File: src/rtl/count_pkg.sv
// Shared definitions for the loadable wrap counter and its load-side controller.
package count_pkg;

    localparam int COUNT_W       = 4;
    localparam int COUNT_SET_LAT = 2;   // cycles from set assertion to the counter loading set_num

    typedef enum logic [2:0] {
        INIT  = 3'd0,
        IDLE  = 3'd1,
        ISSUE = 3'd2,
        HOLD  = 3'd3,
        CHECK = 3'd4
    } count_ld_state_t;

endpackage

File: src/rtl/sat_counter.sv
// Saturating up-counter with synchronous clear; sticks at all-ones once reached.
module sat_counter #(
    parameter int WIDTH = 8
) (
    input  logic             clk,
    input  logic             clr,
    input  logic             inc,
    output logic [WIDTH-1:0] count
);

    always_ff @(posedge clk) begin
        if (clr) begin
            count <= '0;
        end else if (inc && (count != '1)) begin
            count <= count + WIDTH'(1);
        end
    end

endmodule

File: src/rtl/count_load_ctrl.sv
// Load-side initiator for the 4-bit wrap counter: drives set/set_num and optionally
// verifies the load by reading number/zero back (enabled by COUNT_LOAD_CTRL_VERIFY_EN).
module count_load_ctrl
    import count_pkg::*;
#(
    parameter int W     = COUNT_W,
    parameter int ERR_W = 8
) (
    input  logic             clk,
    input  logic             rst,
    // Handshake: a request transfers on a rising edge where req_valid && req_ready;
    // the requester holds req_valid/req_num until then, and they are ignored otherwise.
    input  logic             req_valid,
    input  logic [W-1:0]     req_num,
    output logic             req_ready,
    output logic             set,
    output logic [W-1:0]     set_num,
    input  logic [W-1:0]     number,
    input  logic             zero,
    output logic             done,
    output logic             match,
    output logic [ERR_W-1:0] err_cnt,
    output logic [2:0]       state_dbg
);

    count_ld_state_t state_q, state_d;
    logic [W-1:0]    num_q;
    logic            err_inc;

    always_ff @(posedge clk) begin
        if (rst) begin
            state_q <= INIT;
        end else begin
            state_q <= state_d;
        end
    end

    // set_num comes straight from this register so it only moves on acceptance.
    always_ff @(posedge clk) begin
        if (rst) begin
            num_q <= '0;
        end else if (req_valid && req_ready) begin
            num_q <= req_num;
        end
    end

    always_comb begin
        state_d   = state_q;
        req_ready = 1'b0;
        set       = 1'b0;
        done      = 1'b0;
        case (state_q)
            INIT: begin
                state_d = IDLE;
            end
            IDLE: begin
                req_ready = 1'b1;
                if (req_valid) begin
                    state_d = ISSUE;
                end
            end
            ISSUE: begin
                set     = 1'b1;
                state_d = HOLD;
            end
            HOLD: begin
                state_d = CHECK;
            end
            CHECK: begin
                done    = 1'b1;
                state_d = IDLE;
            end
            default: begin
                state_d = INIT;
            end
        endcase
    end

    assign set_num   = num_q;
    assign state_dbg = state_q;

`ifdef COUNT_LOAD_CTRL_VERIFY_EN
    logic verify_ok;

    assign verify_ok = (number == num_q) && (zero == (number == '0));
    assign match     = done && verify_ok;
    assign err_inc   = done && !verify_ok;
`else
    logic unused_readback;

    assign unused_readback = ^{number, zero};
    assign match           = 1'b1;
    assign err_inc         = 1'b0;
`endif

    sat_counter #(
        .WIDTH(ERR_W)
    ) u_err_cnt (
        .clk  (clk),
        .clr  (rst),
        .inc  (err_inc),
        .count(err_cnt)
    );

endmodule

File: config.mk
export PLATFORM = sky130hd
export DESIGN_NAME = count_load_ctrl
export DESIGN_NICKNAME = d
export VERILOG_FILES = /design/src/rtl/count_pkg.sv /design/src/rtl/sat_counter.sv /design/src/rtl/count_load_ctrl.sv
export SDC_FILE = /design/constraint.sdc
export NUM_CORES = 1
export LEC_CHECK = 0
export BUFFER_PORTS_ARGS = -buffer_cell sky130_fd_sc_hd__buf_4
export CAP_MARGIN = 10
export CORE_AREA = 4 4 41 43
export CTS_BUF_LIST = sky130_fd_sc_hd__clkbuf_4
export CTS_CLUSTER_DIAMETER = 60
export CTS_CLUSTER_SIZE = 28
export DETAILED_ROUTE_END_ITERATION = 12
export DIE_AREA = 0 0 45 47
export PLACE_DENSITY_LB_ADDON = 0.05
export SKIP_LAST_GASP = 1
export SYNTH_ARGS = -nofsm -noshare
export SYNTH_HDL_FRONTEND = slang
export SYNTH_SLANG_ARGS = --single-unit
File: constraint.sdc
create_clock -name clk -period 1.6 [get_ports clk]
set_input_delay 0.16 -clock clk [delete_from_list [all_inputs] [get_ports clk]]
set_output_delay 0.16 -clock clk [all_outputs]
set_load 0.03 [all_outputs]
==> out/metrics.csv <==
metric;value;unit
design.core.area;0.00130;sq mm
final_cells;72;
drive_gt1_frac;0.421;
drtIter0Drc;3;
synth-seq-cells;7;
critPathLaunchType;flip-flop;
finalCriticalPeriod;1.28;ns
post_synth_num_cell_types;14;
pwr-share-seq;0.398;
track_usage;0.0880;
numCtsBuffers;3;
antenna_cells;0;
pwr-share-clk;0.361;
die_area;0.00212;sq mm
die_h;47;microns
wl_per_cell;10.6;microns
power_leakage;0.247;nW
fill_cells;139;
htreeDepth;1;
hold_path_class;input pin to flip-flop;
finalHoldViolations;0;
worst-endpoint-required;1.44;ns
internal_power;339;uW
p_sw;148;uW
ir_drop;0.390;mV
setup_ws;0.317;ns
synth_cells;41;
cts.sink_count;7;
syn2layout_area_growth;29.6;%
gp_congestion;0.721;
grt_pass1_wl;1.29;mm
fin_setup_tns;0;ns
yosysWarnings;0;
start_util;0.306;
grt_pass1_vias;313;
dpl.hpwl;615;microns
clock_path_buffers;2;
post-place-ws;0.457;ns
fp-row-count;13;
synth_top_area_frac;0.352;
dp.cells;68;
dr.pass1.iters;2;
p_comb_frac;0.240;
vias;308;
p_total;488;uW
setup_viol;0;
seqCellArea;140;sq um
netlist_area;398;sq um
synth_area_leaders;dfxtp_1 (35%), buf_4 (17%), nand2b_1 (13%);
cts_hold_buf;0;
postCtsSetupRepairBufs;0;
outcome;complete, no violations;
die_w;45;microns
routed_via_density;4.28;
cts_resized;0;
cts_tree;yes;
syn_area_per_cell;9.70;sq um
place_area;485;sq um
grt_max_degree;12;
stdcell_area;515;sq um
final_nets;70;
path_class;flip-flop to output port;
ios;31;
final_cell_mix;buf_4 (16), conb_1 (9), nand2b_1 (8);
cp-end-kind;output port;
fin_worst_skew;0.00213;ns
worstSkewPairLatency;0.25;ns
slew_viol_final;0;
rsz0062_at_grt;false;
wl;763;microns
whs;0.131;ns
yosys.area.top_type;dfxtp_1;
final_antenna_net_count;0;
multiInputGateArea;206;sq um
final_common_cell;buf_4;
root_buffer;clkbuf_4;
period_share;0.802;
maxCapViolCount;0;
drc;0;
fmax;780;MHz
cp.arrival;1.12;ns
netSwitchingFraction;0.304;
io_buffers;16;
crit_path_max_fanout;8;
yosysSeqAreaShare;0.352;
final_util;0.396;
antenna_found_initial;0;
p_per_area;946;mW/mm^2
clk_pin_slew;0.05;ns
grt-ovfl-total;0;
## logic make-up (layout without fill, tap and decap cells)
| kind of cell | count (synthesis) | count (layout) | synth area share |
|---|---|---|---|
| flip-flops | 7 | 7 | 0.352 |
| multiplexers | 4 | 4 | 0.101 |
| buffers and inverters | 11 | 20 | 0.208 |
| AO/OA/AOI/OAI | 3 | 3 | 0.0597 |
| other | 2 | 9 | 0.0189 |
| AND/OR/NAND/NOR | 14 | 14 | 0.261 |
## per-layer routing
layer | global-route usage | vias up | part of all wire | routed length, microns
met5 | 0 | - | 0 | 0
met4 | 0.0702 | 0 | 0.012 | 9
met3 | 0.0383 | 2 | 0.15 | 116
met2 | 0.133 | 23 | 0.44 | 339
met1 | 0.0966 | 134 | 0.39 | 297
li1 | - | 149 | - | -
## final cells by class
cell class | instances | share of cell area
Multi-Input combinational cell | 30 | 0.400
Timing Repair Buffer | 16 | 0.233
Sequential cell | 7 | 0.272
Clock buffer | 4 | 0.0583
Tap cell | 15 | 0.0364
## cells in the mapped netlist
library cell  n
a21o_2        1
or3_1         1
nand2b_1      8
mux2i_1       4
and4bb_1      1
a21oi_1       1
o21ba_2       1
buf_6         1
buf_4         9
clkbuf_1      1
dfxtp_1       7
nor3b_1       3
and4bb_2      1
conb_1        2
## worst max-delay path, stage by stage, from the launching register on
cell and delay (ns):
dfxtp_1 0.44, nor3b_2 0.24, buf_4 0.19
## flip-flops by register name (all words and copies together) (netlist names)
name / flops
set_num: 4
state_dbg: 3
## final timing paths
kind | slack [ns] | depth (start not counted) | start | end
max reg2reg | 0.46 | 2 | state_dbg[1]$_SDFFE_PP0P_ | set_num[2]$_SDFFE_PP0P_
min | 0.13 | 2 | rst | state_dbg[0]$_SDFFE_PP0P_
min reg2reg | 0.47 | 2 | set_num[1]$_SDFFE_PP0P_ | set_num[1]$_SDFFE_PP0P_
max | 0.32 | 2 | state_dbg[1]$_SDFFE_PP0P_ | set
## power by group through the flow
| stage | logic (mW) | clock network, mW | registers (mW) |
|---|---|---|---|
| detailed placement | 0.118 | 0 | 0.198 |
| finish | 0.117 | 0.176 | 0.194 |
| CTS | 0.118 | 0.186 | 0.194 |
| global route | 0.125 | 0.192 | 0.196 |
| floorplan | 0.0841 | 0 | 0.214 |
| global placement | 0.116 | 0 | 0.197 |
(Power assumes the default switching activity.)
